[src/rtl/xidoo_io_unit_if.sv]
// ---------------------------------------------------------------------------
// xidoo_io_unit_if
// Core-side bus of the xidoo front-panel I/O unit.
//   InValid / InData / InReady : capture FIFO drain (valid/ready handshake)
//   OutWe / OutData / LEDs     : LED output register write port and readback
// Modports:
//   slave  - the I/O unit (drives InValid, InData, LEDs)
//   master - the core     (drives InReady, OutWe, OutData)
// ---------------------------------------------------------------------------
interface xidoo_io_unit_if #(
  parameter int DATA_W = 8
);
  logic              InValid;
  logic [DATA_W-1:0] InData;
  logic              InReady;
  logic              OutWe;
  logic [DATA_W-1:0] OutData;
  logic [DATA_W-1:0] LEDs;

  modport slave (
    output InValid,
    output InData,
    output LEDs,
    input  InReady,
    input  OutWe,
    input  OutData
  );

  modport master (
    input  InValid,
    input  InData,
    input  LEDs,
    output InReady,
    output OutWe,
    output OutData
  );
endinterface

[src/rtl/xidoo_io_unit.sv]
// ---------------------------------------------------------------------------
// xidoo_io_unit
// Front-panel I/O unit for the xidoo core. The Enter push button is
// synchronised and debounced; every debounced press captures the
// synchronised SWT word into a small FIFO that the core drains over a
// valid/ready handshake. The core drives the LEDs through a write-enabled
// output register. Halt from the core blocks captures and LED writes.
//
// Parameters:
//   DATA_W     - width of SWT, InData, OutData and LEDs
//   FIFO_DEPTH - capture FIFO entries (power of two, >= 2)
//   DB_CYCLES  - consecutive differing synced cycles that accept an Enter
//                change (>= 1)
//
// Ports:
//   CLK     in   master clock, rising edge
//   RST     in   asynchronous active-low reset
//   SWT     in   switch word, asynchronous to CLK
//   Enter   in   raw push button, asynchronous, bouncy
//   Halt    in   core halted: blocks pushes and LED writes, pops still work
//   io      -    slave side of xidoo_io_unit_if
//                (InValid, InData, InReady, OutWe, OutData, LEDs)
//   Full    out  FIFO holds FIFO_DEPTH entries
//   Count   out  FIFO occupancy
//   Overrun out  sticky: a press was dropped because the FIFO was full
//
// Build option:
//   XIDOO_IO_ECHO_EN - when defined, every push request (accepted or dropped
//   on overrun) also loads the pushed value into LEDs; an OutWe write on the
//   same edge takes priority, and Halt blocks both.
// ---------------------------------------------------------------------------
module xidoo_io_unit #(
  parameter int DATA_W     = 8,
  parameter int FIFO_DEPTH = 4,
  parameter int DB_CYCLES  = 4
) (
  input  logic                          CLK,
  input  logic                          RST,
  input  logic [DATA_W-1:0]             SWT,
  input  logic                          Enter,
  input  logic                          Halt,
  xidoo_io_unit_if.slave                io,
  output logic                          Full,
  output logic [$clog2(FIFO_DEPTH):0]   Count,
  output logic                          Overrun
);

  localparam int PTR_W = $clog2(FIFO_DEPTH);
  localparam int CNT_W = PTR_W + 1;
  localparam int DB_W  = $clog2(DB_CYCLES + 1);

  localparam logic [CNT_W-1:0] DEPTH_C   = CNT_W'(FIFO_DEPTH);
  localparam logic [CNT_W-1:0] CNT_ONE   = CNT_W'(1);
  localparam logic [PTR_W-1:0] PTR_ONE   = PTR_W'(1);
  localparam logic [DB_W-1:0]  DB_ONE    = DB_W'(1);
  // The counter holds 0..DB_CYCLES-1; the edge that finds it at
  // DB_CYCLES-1 with a still-differing input is the DB_CYCLES-th one.
  localparam logic [DB_W-1:0]  DB_LAST   = DB_W'(DB_CYCLES - 1);

  // ---------------- state ----------------
  logic              enter_meta_q, enter_meta_d;
  logic              enter_sync_q, enter_sync_d;
  logic [DATA_W-1:0] swt_meta_q,   swt_meta_d;
  logic [DATA_W-1:0] swt_sync_q,   swt_sync_d;

  logic [DB_W-1:0]   db_cnt_q,     db_cnt_d;
  logic              db_state_q,   db_state_d;
  logic              press_q,      press_d;
  logic              push_q,       push_d;

  logic [DATA_W-1:0] mem_q [FIFO_DEPTH];
  logic [DATA_W-1:0] mem_d [FIFO_DEPTH];
  logic [PTR_W-1:0]  wr_ptr_q,     wr_ptr_d;
  logic [PTR_W-1:0]  rd_ptr_q,     rd_ptr_d;
  logic [CNT_W-1:0]  count_q,      count_d;
  logic              valid_q,      valid_d;
  logic              full_q,       full_d;
  logic              overrun_q,    overrun_d;

  logic [DATA_W-1:0] leds_q,       leds_d;

  // ---------------- handshake terms ----------------
  logic pop_s;
  logic push_req_s;
  logic push_ok_s;

  // Two-flop synchronisers for the asynchronous panel inputs.
  always_comb begin
    enter_meta_d = Enter;
    enter_sync_d = enter_meta_q;
    swt_meta_d   = SWT;
    swt_sync_d   = swt_meta_q;
  end

  // Debounce: count consecutive cycles where the synced button differs from
  // the accepted state; toggle on the DB_CYCLES-th one. A rising toggle is
  // carried through press_q and push_q so the capture lands a fixed number
  // of edges after the toggle.
  always_comb begin
    db_cnt_d   = db_cnt_q;
    db_state_d = db_state_q;
    press_d    = 1'b0;
    push_d     = press_q;
    if (enter_sync_q != db_state_q) begin
      if (db_cnt_q == DB_LAST) begin
        db_state_d = enter_sync_q;
        db_cnt_d   = '0;
        press_d    = enter_sync_q;
      end else begin
        db_cnt_d   = db_cnt_q + DB_ONE;
      end
    end else begin
      db_cnt_d = '0;
    end
  end

  // Handshake decode: a pop needs a valid head; a push request is blocked by
  // Halt and only dropped when full with no pop freeing a slot this edge.
  always_comb begin
    pop_s      = valid_q & io.InReady;
    push_req_s = push_q & ~Halt;
    push_ok_s  = push_req_s & (~full_q | pop_s);
  end

  // Capture FIFO storage, pointers, occupancy and status flags.
  always_comb begin
    mem_d     = mem_q;
    wr_ptr_d  = wr_ptr_q;
    rd_ptr_d  = rd_ptr_q;
    count_d   = count_q;
    overrun_d = overrun_q;

    if (push_ok_s) begin
      mem_d[wr_ptr_q] = swt_sync_q;
      wr_ptr_d        = wr_ptr_q + PTR_ONE;
    end else begin
      wr_ptr_d        = wr_ptr_q;
    end

    if (pop_s) begin
      rd_ptr_d = rd_ptr_q + PTR_ONE;
    end else begin
      rd_ptr_d = rd_ptr_q;
    end

    case ({push_ok_s, pop_s})
      2'b10:   count_d = count_q + CNT_ONE;
      2'b01:   count_d = count_q - CNT_ONE;
      default: count_d = count_q;
    endcase

    if (push_req_s && !push_ok_s) begin
      overrun_d = 1'b1;
    end else begin
      overrun_d = overrun_q;
    end

    // Flags are registered from the next occupancy so they line up with Count.
    valid_d = (count_d != '0);
    full_d  = (count_d == DEPTH_C);
  end

  // LED output register: OutWe has priority over the optional push echo.
  always_comb begin
    leds_d = leds_q;
    if (Halt) begin
      leds_d = leds_q;
    end else if (io.OutWe) begin
      leds_d = io.OutData;
`ifdef XIDOO_IO_ECHO_EN
    end else if (push_req_s) begin
      leds_d = swt_sync_q;
`endif
    end else begin
      leds_d = leds_q;
    end
  end

  // All state flops, cleared asynchronously by RST.
  always_ff @(posedge CLK or negedge RST) begin
    if (!RST) begin
      enter_meta_q <= 1'b0;
      enter_sync_q <= 1'b0;
      swt_meta_q   <= '0;
      swt_sync_q   <= '0;
      db_cnt_q     <= '0;
      db_state_q   <= 1'b0;
      press_q      <= 1'b0;
      push_q       <= 1'b0;
      mem_q        <= '{default: '0};
      wr_ptr_q     <= '0;
      rd_ptr_q     <= '0;
      count_q      <= '0;
      valid_q      <= 1'b0;
      full_q       <= 1'b0;
      overrun_q    <= 1'b0;
      leds_q       <= '0;
    end else begin
      enter_meta_q <= enter_meta_d;
      enter_sync_q <= enter_sync_d;
      swt_meta_q   <= swt_meta_d;
      swt_sync_q   <= swt_sync_d;
      db_cnt_q     <= db_cnt_d;
      db_state_q   <= db_state_d;
      press_q      <= press_d;
      push_q       <= push_d;
      mem_q        <= mem_d;
      wr_ptr_q     <= wr_ptr_d;
      rd_ptr_q     <= rd_ptr_d;
      count_q      <= count_d;
      valid_q      <= valid_d;
      full_q       <= full_d;
      overrun_q    <= overrun_d;
      leds_q       <= leds_d;
    end
  end

  // Outputs: everything registered except InData, which is the storage read
  // of the head entry (forced to zero while empty).
  assign io.InValid = valid_q;
  assign io.InData  = valid_q ? mem_q[rd_ptr_q] : '0;
  assign io.LEDs    = leds_q;
  assign Full       = full_q;
  assign Count      = count_q;
  assign Overrun    = overrun_q;

endmodule

[src/flat_wrapper.sv]
// flat-port wrapper written by rule: the top's interface ports become plain ports
module xidoo_io_unit_flat 
#(
  parameter int DATA_W     = 8,
  parameter int FIFO_DEPTH = 4,
  parameter int DB_CYCLES  = 4
)
  (CLK, RST, SWT, Enter, Halt, Full, Count, Overrun, io_InValid, io_InData, io_LEDs, io_InReady, io_OutWe, io_OutData);
  xidoo_io_unit_if #(.DATA_W(DATA_W)) io_i ();
  input  logic CLK;
  input  logic RST;
  input  logic [DATA_W-1:0] SWT;
  input  logic Enter;
  input  logic Halt;
  output logic Full;
  output logic [$clog2(FIFO_DEPTH):0] Count;
  output logic Overrun;
  output wire logic [$bits(io_i.InValid)-1:0] io_InValid;
  output wire logic [$bits(io_i.InData)-1:0] io_InData;
  output wire logic [$bits(io_i.LEDs)-1:0] io_LEDs;
  input wire logic [$bits(io_i.InReady)-1:0] io_InReady;
  input wire logic [$bits(io_i.OutWe)-1:0] io_OutWe;
  input wire logic [$bits(io_i.OutData)-1:0] io_OutData;
  assign io_InValid = io_i.InValid;
  assign io_InData = io_i.InData;
  assign io_LEDs = io_i.LEDs;
  assign io_i.InReady = io_InReady;
  assign io_i.OutWe = io_OutWe;
  assign io_i.OutData = io_OutData;
  xidoo_io_unit #(.DATA_W(DATA_W), .FIFO_DEPTH(FIFO_DEPTH), .DB_CYCLES(DB_CYCLES)) u_core (.CLK(CLK), .RST(RST), .SWT(SWT), .Enter(Enter), .Halt(Halt), .io(io_i), .Full(Full), .Count(Count), .Overrun(Overrun));
endmodule
[config.mk]
export PLATFORM = sky130hd
export DESIGN_NAME = xidoo_io_unit_flat
export DESIGN_NICKNAME = d
export VERILOG_FILES = /design/src/rtl/xidoo_io_unit_if.sv /design/src/rtl/xidoo_io_unit.sv /design/src/flat_wrapper.sv
export SDC_FILE = /design/constraint.sdc
export NUM_CORES = 1
export LEC_CHECK = 0
export ABC_AREA = 1
export CORE_AREA = 10 10 145 107
export DETAILED_ROUTE_END_ITERATION = 10
export DIE_AREA = 0 0 155 117
export HOLD_SLACK_MARGIN = 0.08
export PLACE_DENSITY = 0.38
export SYNTH_ARGS = -nofsm -noshare
export SYNTH_HDL_FRONTEND = slang
export SYNTH_SLANG_ARGS = --single-unit
[constraint.sdc]
create_clock -name CLK -period 4.58 [get_ports CLK]
set_input_delay 0.458 -clock CLK [delete_from_list [all_inputs] [get_ports CLK]]
set_output_delay 0.458 -clock CLK [all_outputs]
set_load 0.05 [all_outputs]
# Word level (Yosys, flattened, before mapping)
# Cells that the tools add are included.
# W data, S select, Z words.
[op_classes]
n_bitwise = 8
magnitude_cmp = 3
reduce_logical = 6
addsub = 5
mux = 12
n_eq_ne = 5
[op_table]
columns = ["operator", "n"]
rows = [
  ["$bwmux W32", 1],
  ["$mux W8", 4],
  ["$bmux W8 S2", 1],
  ["$demux W8 S2", 1],
  ["$add A3 B1 Y3 const B", 2],
  ["$ge A3 B3 Y1 const B", 2],
  ["$mux W3", 2],
  ["$not A2 Y3", 2],
  ["$pmux W3 S2", 1],
  ["$add A2 B1 Y2 const B", 2],
  ["$reduce_and A2 Y1", 2],
  ["$and A1 B1 Y1", 3],
  ["$eq A3 B2 Y1 const B", 1],
  ["$eq A3 B3 Y1 const B", 1],
  ["$lt A3 B1 Y1 const B", 1],
  ["$reduce_bool A3 Y1", 1],
  ["$sub A3 B1 Y3 const B", 1],
  ["$eq A2 B1 Y1 const B", 1],
  ["$eq A2 B2 Y1 const B", 1],
  ["$logic_and A1 B1 Y1", 2],
  ["$mux W1", 2],
  ["$not A1 Y1", 2],
  ["$logic_not A1 Y1", 1],
  ["$ne A1 B1 Y1", 1],
  ["$or A1 B1 Y1", 1],
]
[word_totals]
out_inout_bits = 22
elab_cells = 58
inputBits = 22
reg_bits = 74

# Logic depth before layout (Yosys ltp)
# Gate-level depths: netlist of the first run.
[logic_depth]
word_depth = 6
ltp_mapped = 10
mapped_depth_nobuf = 10

# Least setup slack after synthesis of the first run
# No wires, ideal clock.
[synth_timing]
path_kind = "flip-flop to output port"
startpoint = "register u_core.valid_q (netlist: u_core.io.InValid)"
endpoint = "output port io_InData[0]"
path_slack_ns = 2.471
arrival_ns = 1.651
n_path_buf = 0
stages_incl_launch_ff = 3
cell_sequence = "dfrtp_1 inv_1 a21oi_1"
[synth_between]
elab_chain_cells = 1
[synth_lines]
columns = ["element", "line_no", "text"]
rows = [
  ["from (decl)", "xidoo_io_unit.sv:76", "logic valid_q, valid_d;"],
  ["from (signal assigned)", "xidoo_io_unit.sv:211", "valid_q <= valid_d;"],
  ["$mux W8", "xidoo_io_unit.sv:221", "assign io.InData = valid_q ? mem_q[rd_ptr_q] : '0;"],
  ["to (decl)", "flat_wrapper.sv:19", "output wire logic [$bits(io_i.InData)-1:0] io_InData;"],
]
# No other way between the ends.

# Final worst setup path of the first run
[layout_timing]
startpoint = "register u_core.rd_ptr_q[0]"
endpoint = "output port io_InData[3]"
[layout_between]
elab_chain_cells = 5
[layout_lines]
columns = ["element", "line_no", "text"]
rows = [
  ["from (decl)", "xidoo_io_unit.sv:74", "logic [PTR_W-1:0] rd_ptr_q, rd_ptr_d;"],
  ["from (signal assigned)", "xidoo_io_unit.sv:209", "rd_ptr_q <= rd_ptr_d;"],
  ["$not A2 Y3 (implied by the code)", "xidoo_io_unit.sv:221", ""],
  ["$bmux W8 S2", "xidoo_io_unit.sv:221", ""],
  ["$mux W8 (implied by the code) (2 in a row)", "xidoo_io_unit.sv:221", ""],
  ["$mux W8", "xidoo_io_unit.sv:221", ""],
]
# No other way between the ends. The select of a mux whose other input is x is not followed.

==> summary.log, run 1 <==
qor: outcome.run_status completed
qor: yosys.ys_warn_count 0
qor: global_route.grt_antenna_before_repair 0
qor: clocking.cts_max_level 3
qor: critical_path.setup.worst_path.start_class register
qor: timing.max_slew.worst_pin.slew 0.979 ns
qor: finish.fin_area 3990 µm²
qor: timing.setup_viol 0
qor: clocking.cts_setup_buffers 0
qor: critical_path.path_max_fanout 18
qor: finish.layout-drive-gt1-share 8.21%
qor: timing.slew-limit-headroom 34.8%
qor: clocking.clock_insertion_delay_worst_skew 0.33 ns
qor: placement.gp_congestion 0.767
qor: timing.finalSetupTns 0 ns
qor: finish.area.sequential 1850 µm²
qor: timing.final_min_period_over_clock_period 64.1%
qor: drt.route.vias.total 2247
qor: placement.port_buffers 43
qor: timing.final_hold_viol_count 0
qor: floorplan.design.portCount 44
qor: global_route.global_route.usage.met1 11.9%
qor: timing.number_of_max_slew_violations_in_the_final_report 0
qor: placement.dp.final_hpwl 5.18 mm
qor: floorplan.fp.dieW 155 µm
qor: floorplan.die_area 18100 µm²
qor: clocking.clock_tree_from_tritoncts yes
qor: power_and_ir_drop.cellPowerDensity 587 nW/µm²
qor: timing.fmax_achieved 341 MHz
qor: finish.layout-area-overhead-vs-synth 28.3%
qor: clocking.clkTransAtPathRegs 0.05 ns
qor: critical_path.critical_path_arrival 2.48 ns
qor: global_route.grt_start_max_net_pins 75
qor: global_route.met3_usage 3.91%
qor: clocking.cts_resized 0
qor: yosys.postSynthCellCount 336
qor: floorplan.core.rowCount 35
qor: clocking.clk_root_buffer_cell sky130_fd_sc_hd__clkbuf_16
qor: yosys.post-synth-top-area-cell sky130_fd_sc_hd__dfrtp_1
qor: clocking.cts_hold_buf 0
qor: timing.rsz_0062_raised_after_global_routing no
qor: drt.route.antenna.remaining_nets 0
qor: drt.routed_wire_length_per_instance 13.8 µm
qor: floorplan.die_height 117 µm
qor: yosys.seq_area_frac_synth 59.5%
qor: yosys.synth_cell_type_count 26
qor: timing.worst_clock_skew 0.00601 ns
qor: drt.drtPass1Iterations 4
qor: yosys.synth.area.top_cells sky130_fd_sc_hd__dfrtp_1, sky130_fd_sc_hd__nand2_1, sky130_fd_sc_hd__nor2_1
qor: finish.design.final.nets 414
qor: critical_path.critical_path_class register to output pin
qor: floorplan.effective_utilization_at_floorplan 24.3%
qor: drt.iteration_0_drc_count_of_the_detailed_router 122
qor: finish.total_of_fill_cells_in_the_finished_design 1316
qor: drt.post_drt_via_cell_ratio 4.04
qor: clocking.tritoncts_num_sinks 74
qor: global_route.met2_usage_in_global_routing 13.3%
qor: clocking.cts-root-to-sink-buffers 2
qor: global_route.grt_most_used_layer met2
qor: yosys.synth.top_cell.area_share 59.5%
qor: clocking.cts_buffer_count 9
qor: placement.place_area 3690 µm²
qor: finish.multi_input_area 1120 µm²
qor: timing.postLayoutSetupSlackWorst 1.64 ns
qor: critical_path.critical_path.endpoint_type output pin
qor: timing.final_period_minus_worst_setup_slack 2.94 ns
qor: global_route.grt_first_pass_wirelength 12.8 mm
qor: yosys.ys_ff_latch 74
qor: finish.num_antenna_cells 0
qor: hold_path.hold_class input port to asynchronous set/reset pin
qor: drt.remaining_drc_errors 0
qor: critical_path.cp_data_required_time 4.12 ns
qor: run.max_cap_viol_count 0
qor: drt.drt-total-wl 7.70 mm
qor: power_and_ir_drop.vdd_ir_drop_max 217 µV
qor: floorplan.fp.coreArea 12800 µm²
qor: placement.placement.setup.worst_slack 1.99 ns
qor: global_route.globalRouteOverflowTotal 0
qor: global_route.grt.total_usage 9.07%
qor: yosys.mappedNetlistArea 3110 µm²
qor: global_route.first_global_vias 2370
qor: power_and_ir_drop.power.static_leakage 2.01 nW
qor: yosys.syn_nets 365
qor: yosys.syn-mean-instance-area 9.26 µm²
[where the power goes]
group	leakage [nW]	switching [W]	internal, W
logic	0.909	0.000495	0.000247
clock network	0.147	0.000256	0.000451
registers	0.952	0.000113	0.000782
[cell usage in the layout (no fill, tap or decap), types with 2 or more instances in the layout]
master	count
sky130_fd_sc_hd__dfrtp_1	74
sky130_fd_sc_hd__a21oi_1	9
sky130_fd_sc_hd__nand3_1	10
sky130_fd_sc_hd__nor2_4	5
sky130_fd_sc_hd__nor2_1	23
sky130_fd_sc_hd__nand2_1	158
sky130_fd_sc_hd__clkdlybuf4s50_1	42
sky130_fd_sc_hd__clkbuf_1	3
sky130_fd_sc_hd__clkbuf_8	2
sky130_fd_sc_hd__nand2_4	5
sky130_fd_sc_hd__o21ai_0	10
sky130_fd_sc_hd__nand4_1	2
sky130_fd_sc_hd__ha_1	6
sky130_fd_sc_hd__inv_1	16
sky130_fd_sc_hd__clkbuf_16	9
sky130_fd_sc_hd__xor2_1	2
[layer usage]
metal / routed length [µm] / share of wire, % / up-vias
met5: 0 / 0 / -
met2: 3200 / 42 / 48
met4: 89 / 1.2 / 0
met1: 3930 / 51 / 1059
met3: 477 / 6.2 / 9
li1: - / - / 1131
[worst max-delay path, stage by stage, from the launching register on]
cell                              delay (ns)
sky130_fd_sc_hd__dfrtp_1                0.64
sky130_fd_sc_hd__inv_6                  0.26
sky130_fd_sc_hd__nand2_1                0.08
sky130_fd_sc_hd__nand2_1                0.06
sky130_fd_sc_hd__nand2_1                0.05
sky130_fd_sc_hd__a21oi_1                0.22
sky130_fd_sc_hd__clkdlybuf4s50_1        0.84
[final cells by class]
class | count | area share, %
clock inverters | 2 | 0.877
flip-flops and latches | 74 | 46.4
well taps | 166 | 5.20
inverters | 19 | 2.10
repair buffers | 43 | 10.7
clock buffers | 14 | 6.61
multi-input cells | 238 | 28.1
[logic make-up after synthesis]
group | share of synthesized area, %
flops | 59.5
compound gates | 3.34
fa+ha+maj | 3.06
simple gates | 28.9
buf+inv | 4.38
xor+xnor | 0.845
[registers in the layout, summed over array words and instances (netlist names)]
register / count
u_core.io.LEDs: 8
u_core.press_q: 1
u_core.db_cnt_q: 3
u_core.push_q: 1
u_core.rd_ptr_q: 2
u_core.mem_q: 32
u_core.wr_ptr_q: 2
u_core.Full: 1
u_core.swt_meta_q: 8
u_core.Count: 3
u_core.swt_sync_q: 8
u_core.db_state_q: 1
u_core.Overrun: 1
u_core.enter_meta_q: 1
u_core.io.InValid: 1
u_core.enter_sync_q: 1
[per-stage QoR]
step                hold WS, ns  std cells  total power [W]  util [%]
floorplan                 0.162        336          0.00147         -
global placement          0.336        540          0.00165      28.8
detailed placement        0.336        540          0.00165      28.8
CTS                       0.330        556          0.00238      31.1
global route              0.351        556          0.00250      31.1
finish                    0.251        556          0.00234      31.1
[worst paths after layout]
path / from / endpoint / slack, ns / cells after the start
max: u_core.rd_ptr_q[0] / io_InData[3] / 1.64 / 6
min: RST / u_core.mem_q[31] / 0.25 / 1
max reg2reg: u_core.io.InValid / u_core.io.InValid / 2.63 / 9
min reg2reg: u_core.swt_meta_q[5] / u_core.swt_sync_q[5] / 0.35 / 0
max in group asynchronous: RST / u_core.io.LEDs[0] / 3.65 / 1
min in group CLK: u_core.swt_meta_q[5] / u_core.swt_sync_q[5] / 0.35 / 0
[Yosys cell counts]
library cell,number
sky130_fd_sc_hd__a21oi_1,9
sky130_fd_sc_hd__a31o_2,1
sky130_fd_sc_hd__buf_2,1
sky130_fd_sc_hd__buf_6,3
sky130_fd_sc_hd__clkbuf_8,1
sky130_fd_sc_hd__dfrtp_1,74
sky130_fd_sc_hd__fa_1,1
sky130_fd_sc_hd__ha_1,6
sky130_fd_sc_hd__inv_1,16
sky130_fd_sc_hd__inv_2,1
sky130_fd_sc_hd__inv_6,1
sky130_fd_sc_hd__inv_8,1
sky130_fd_sc_hd__nand2_1,158
sky130_fd_sc_hd__nand2_2,1
sky130_fd_sc_hd__nand2_4,5
sky130_fd_sc_hd__nand2_8,1
sky130_fd_sc_hd__nand3_1,10
sky130_fd_sc_hd__nand4_1,2
sky130_fd_sc_hd__nor2_1,23
sky130_fd_sc_hd__nor2_2,1
sky130_fd_sc_hd__nor2_4,5
sky130_fd_sc_hd__nor3_1,1
sky130_fd_sc_hd__o21ai_0,10
sky130_fd_sc_hd__or2_2,1
sky130_fd_sc_hd__xnor2_1,1
sky130_fd_sc_hd__xor2_1,2
Note: power is estimated with default switching activity, not from simulation.
==> inputs of run 2 (changes only) <==
==> constraint.sdc (replaced) <==
create_clock -name CLK -period 3.1 [get_ports CLK]
set_input_delay 0.31 -clock CLK [delete_from_list [all_inputs] [get_ports CLK]]
set_output_delay 0.31 -clock CLK [all_outputs]
set_load 0.05 [all_outputs]
==> run 2 against run 1 <==
Against the previous run:
- flip-flop and latch count unchanged
- sequential share of layout area increased by 0.38 points
- count of clock-buffer cells in the layout unchanged
- power increased by 43%
- register-to-register slack got worse by 1.5 ns
- utilization decreased by 0.25 points
- combinational power increased by 47%
- worst setup slack got worse by 1.3 ns
- design area decreased by 0.81%
- clock power increased by 33%
- clock skew decreased by 0.0014 ns
- global-route usage decreased by 0.11 points
==> summary.log, run 2 (synthesis gave the netlist of run 1 again) <==
qor: outcome.run_status completed
qor: critical_path.critical-path-top-cell-by-count sky130_fd_sc_hd__nand2_1
qor: finish.total_of_fill_cells_in_the_finished_design 1360
qor: clocking.clock_tree_from_tritoncts yes
qor: finish.layout.cells.most_common sky130_fd_sc_hd__nand2_1
qor: timing.final_period_minus_worst_setup_slack 2.75 ns
qor: critical_path.timing.critical_path.cells inv_6 > nand2_1 > nand2_1 > nand2_1 > a21oi_1 > clkdlybuf4s50_1
qor: clocking.cts_resized 0
qor: critical_path.timing.critical_path.slowest_stage_cell sky130_fd_sc_hd__clkdlybuf4s50_1
qor: global_route.grt.total_usage 8.96%
qor: clocking.clk_root_buffer_cell sky130_fd_sc_hd__clkbuf_16
qor: clocking.clkTransAtPathRegs 0.06 ns
qor: power_and_ir_drop.intPower 0.00208 W
qor: timing.slew-limit-headroom 35.1%
qor: floorplan.fp.dieW 155 µm
qor: floorplan.design.portCount 44
qor: clocking.tritoncts_num_sinks 74
qor: finish.stdcell_count 556
qor: power_and_ir_drop.cellPowerDensity 847 nW/µm²
qor: critical_path.worst_path_dominant_cell_family buffers and inverters
qor: critical_path.critical_path.endpoint_type output pin
qor: drt.routed_wire_length_per_instance 13.9 µm
qor: power_and_ir_drop.vdd_ir_drop_max 311 µV
qor: floorplan.core.rowCount 35
qor: critical_path.r2r_slack 1.17 ns
qor: finish.num_antenna_cells 0
qor: global_route.grt_antenna_before_repair 0
qor: drt.remaining_drc_errors 0
qor: power_and_ir_drop.pwr-share-seq 39.3%
qor: floorplan.effective_utilization_at_floorplan 24.3%
qor: power_and_ir_drop.power.clock.fraction 28.1%
qor: run.max_cap_viol_count 0
qor: power_and_ir_drop.combPwrFrac 32.6%
qor: critical_path.max_stage_delay 0.84 ns
qor: finish.layout-area-overhead-vs-synth 27.3%
qor: hold_path.hold_class input port to asynchronous set/reset pin
qor: placement.port_buffers 43
qor: critical_path.worst-path-buf-inv 2
qor: critical_path.critical_path_arrival 2.44 ns
qor: global_route.grt_first_pass_wirelength 12.8 mm
qor: timing.setup_viol 0
qor: drt.drt-total-wl 7.72 mm
qor: placement.place_inst 540
qor: clocking.cts-root-to-sink-buffers 2
qor: global_route.first_global_vias 2365
qor: finish.final_cell_mix sky130_fd_sc_hd__nand2_1, sky130_fd_sc_hd__dfrtp_1, sky130_fd_sc_hd__clkdlybuf4s50_1
qor: timing.number_of_max_slew_violations_in_the_final_report 0
qor: critical_path.cp_data_required_time 2.79 ns
qor: timing.max_slew.worst_pin.slew 0.974 ns
qor: critical_path.critical_path_class register to output pin
qor: power_and_ir_drop.switching_share 37.9%
qor: timing.rsz_0062_raised_after_global_routing no
qor: clocking.cts_setup_buffers 0
qor: timing.finalSetupTns 0 ns
qor: clocking.clock_insertion_delay_worst_skew 0.32 ns
qor: finish.largest_register_ff_count 32
qor: floorplan.die_area 18100 µm²
qor: finish.final_core_util 30.9%
qor: power_and_ir_drop.net-switching-power 0.00127 W
qor: global_route.grt_start_max_net_pins 75
qor: critical_path.setup.worst_path.start_class register
qor: timing.final_min_period_over_clock_period 88.7%
qor: floorplan.fp.coreArea 12800 µm²
qor: critical_path.path_max_fanout 18
qor: floorplan.die_height 117 µm
qor: clocking.cts_hold_buf 0
qor: drt.drtPass1Iterations 4
qor: global_route.globalRouteOverflowTotal 0
qor: drt.iteration_0_drc_count_of_the_detailed_router 149
qor: drt.route.antenna.remaining_nets 0
qor: finish.design.final.nets 414
qor: clocking.cts_max_level 3
qor: drt.post_drt_via_cell_ratio 4.05
qor: timing.worst_clock_skew 0.00463 ns
qor: timing.hold_slack 0.117 ns
qor: drt.route.vias.total 2251
qor: timing.fmax_achieved 364 MHz
qor: placement.gp_congestion 0.767
qor: clocking.cts_buffer_count 9
qor: timing.final_hold_viol_count 0
qor: placement.dp.final_hpwl 5.23 mm
qor: finish.top_register u_core.mem_q
qor: finish.layout-drive-gt1-share 7.95%
qor: power_and_ir_drop.power.static_leakage 1.99 nW
-- run 2: power groups by stage --
| stage | Clock, W | Combinational, W | Sequential [W] |
|---|---|---|---|
| finish | 0.000941 | 0.00109 | 0.00132 |
| global route | 0.00102 | 0.00121 | 0.00135 |
| CTS | 0.000977 | 0.00111 | 0.00132 |
| detailed placement | 0 | 0.00111 | 0.00133 |
| global placement | 0 | 0.00110 | 0.00134 |
| floorplan | 0 | 0.000748 | 0.00142 |
-- run 2: area by class of cell --
type                       count  area [µm²]  area share [%]
sequential                    74        1850            46.7
multi-input combinational    238        1120            28.4
timing repair buffer          43         428            10.8
clock buffer                  14         254            6.41
tap                          166         208            5.24
inverter                      19        83.8            2.12
clock inverter                 2        12.5           0.316
-- run 2: path summary, 6_finish.rpt --
kind                                      start              endpoint  cells past startpoint
setup / recovery             u_core.rd_ptr_q[0]          io_InData[0]                      6
hold / removal                              RST      u_core.mem_q[31]                      1
setup reg to reg              u_core.io.InValid           u_core.Full                      8
hold reg to reg            u_core.swt_meta_q[3]  u_core.swt_sync_q[3]                      0
max in group asynchronous                   RST       u_core.Count[2]                      1
min in group CLK           u_core.swt_meta_q[3]  u_core.swt_sync_q[3]                      0
-- run 2: per-layer routing --
layer / GRT usage (%) / part of all wire [%] / vias to the layer above
met5: 0 / 0 / -
met4: 1.69 / 0 / 0
met3: 4.09 / 5.8 / 0
met2: 13.3 / 43 / 49
met1: 11.8 / 51 / 1067
li1: - / - / 1135
-- run 2: metrics by stage --
step	area (µm²)	setup slack [ns]	power, W
after floorplan	3110	1.00	0.00217
after detailed placement	3690	0.672	0.00244
after global routing	3960	0.190	0.00358
after global placement	3690	0.691	0.00244
final	3960	0.351	0.00335
after CTS	3960	0.318	0.00341
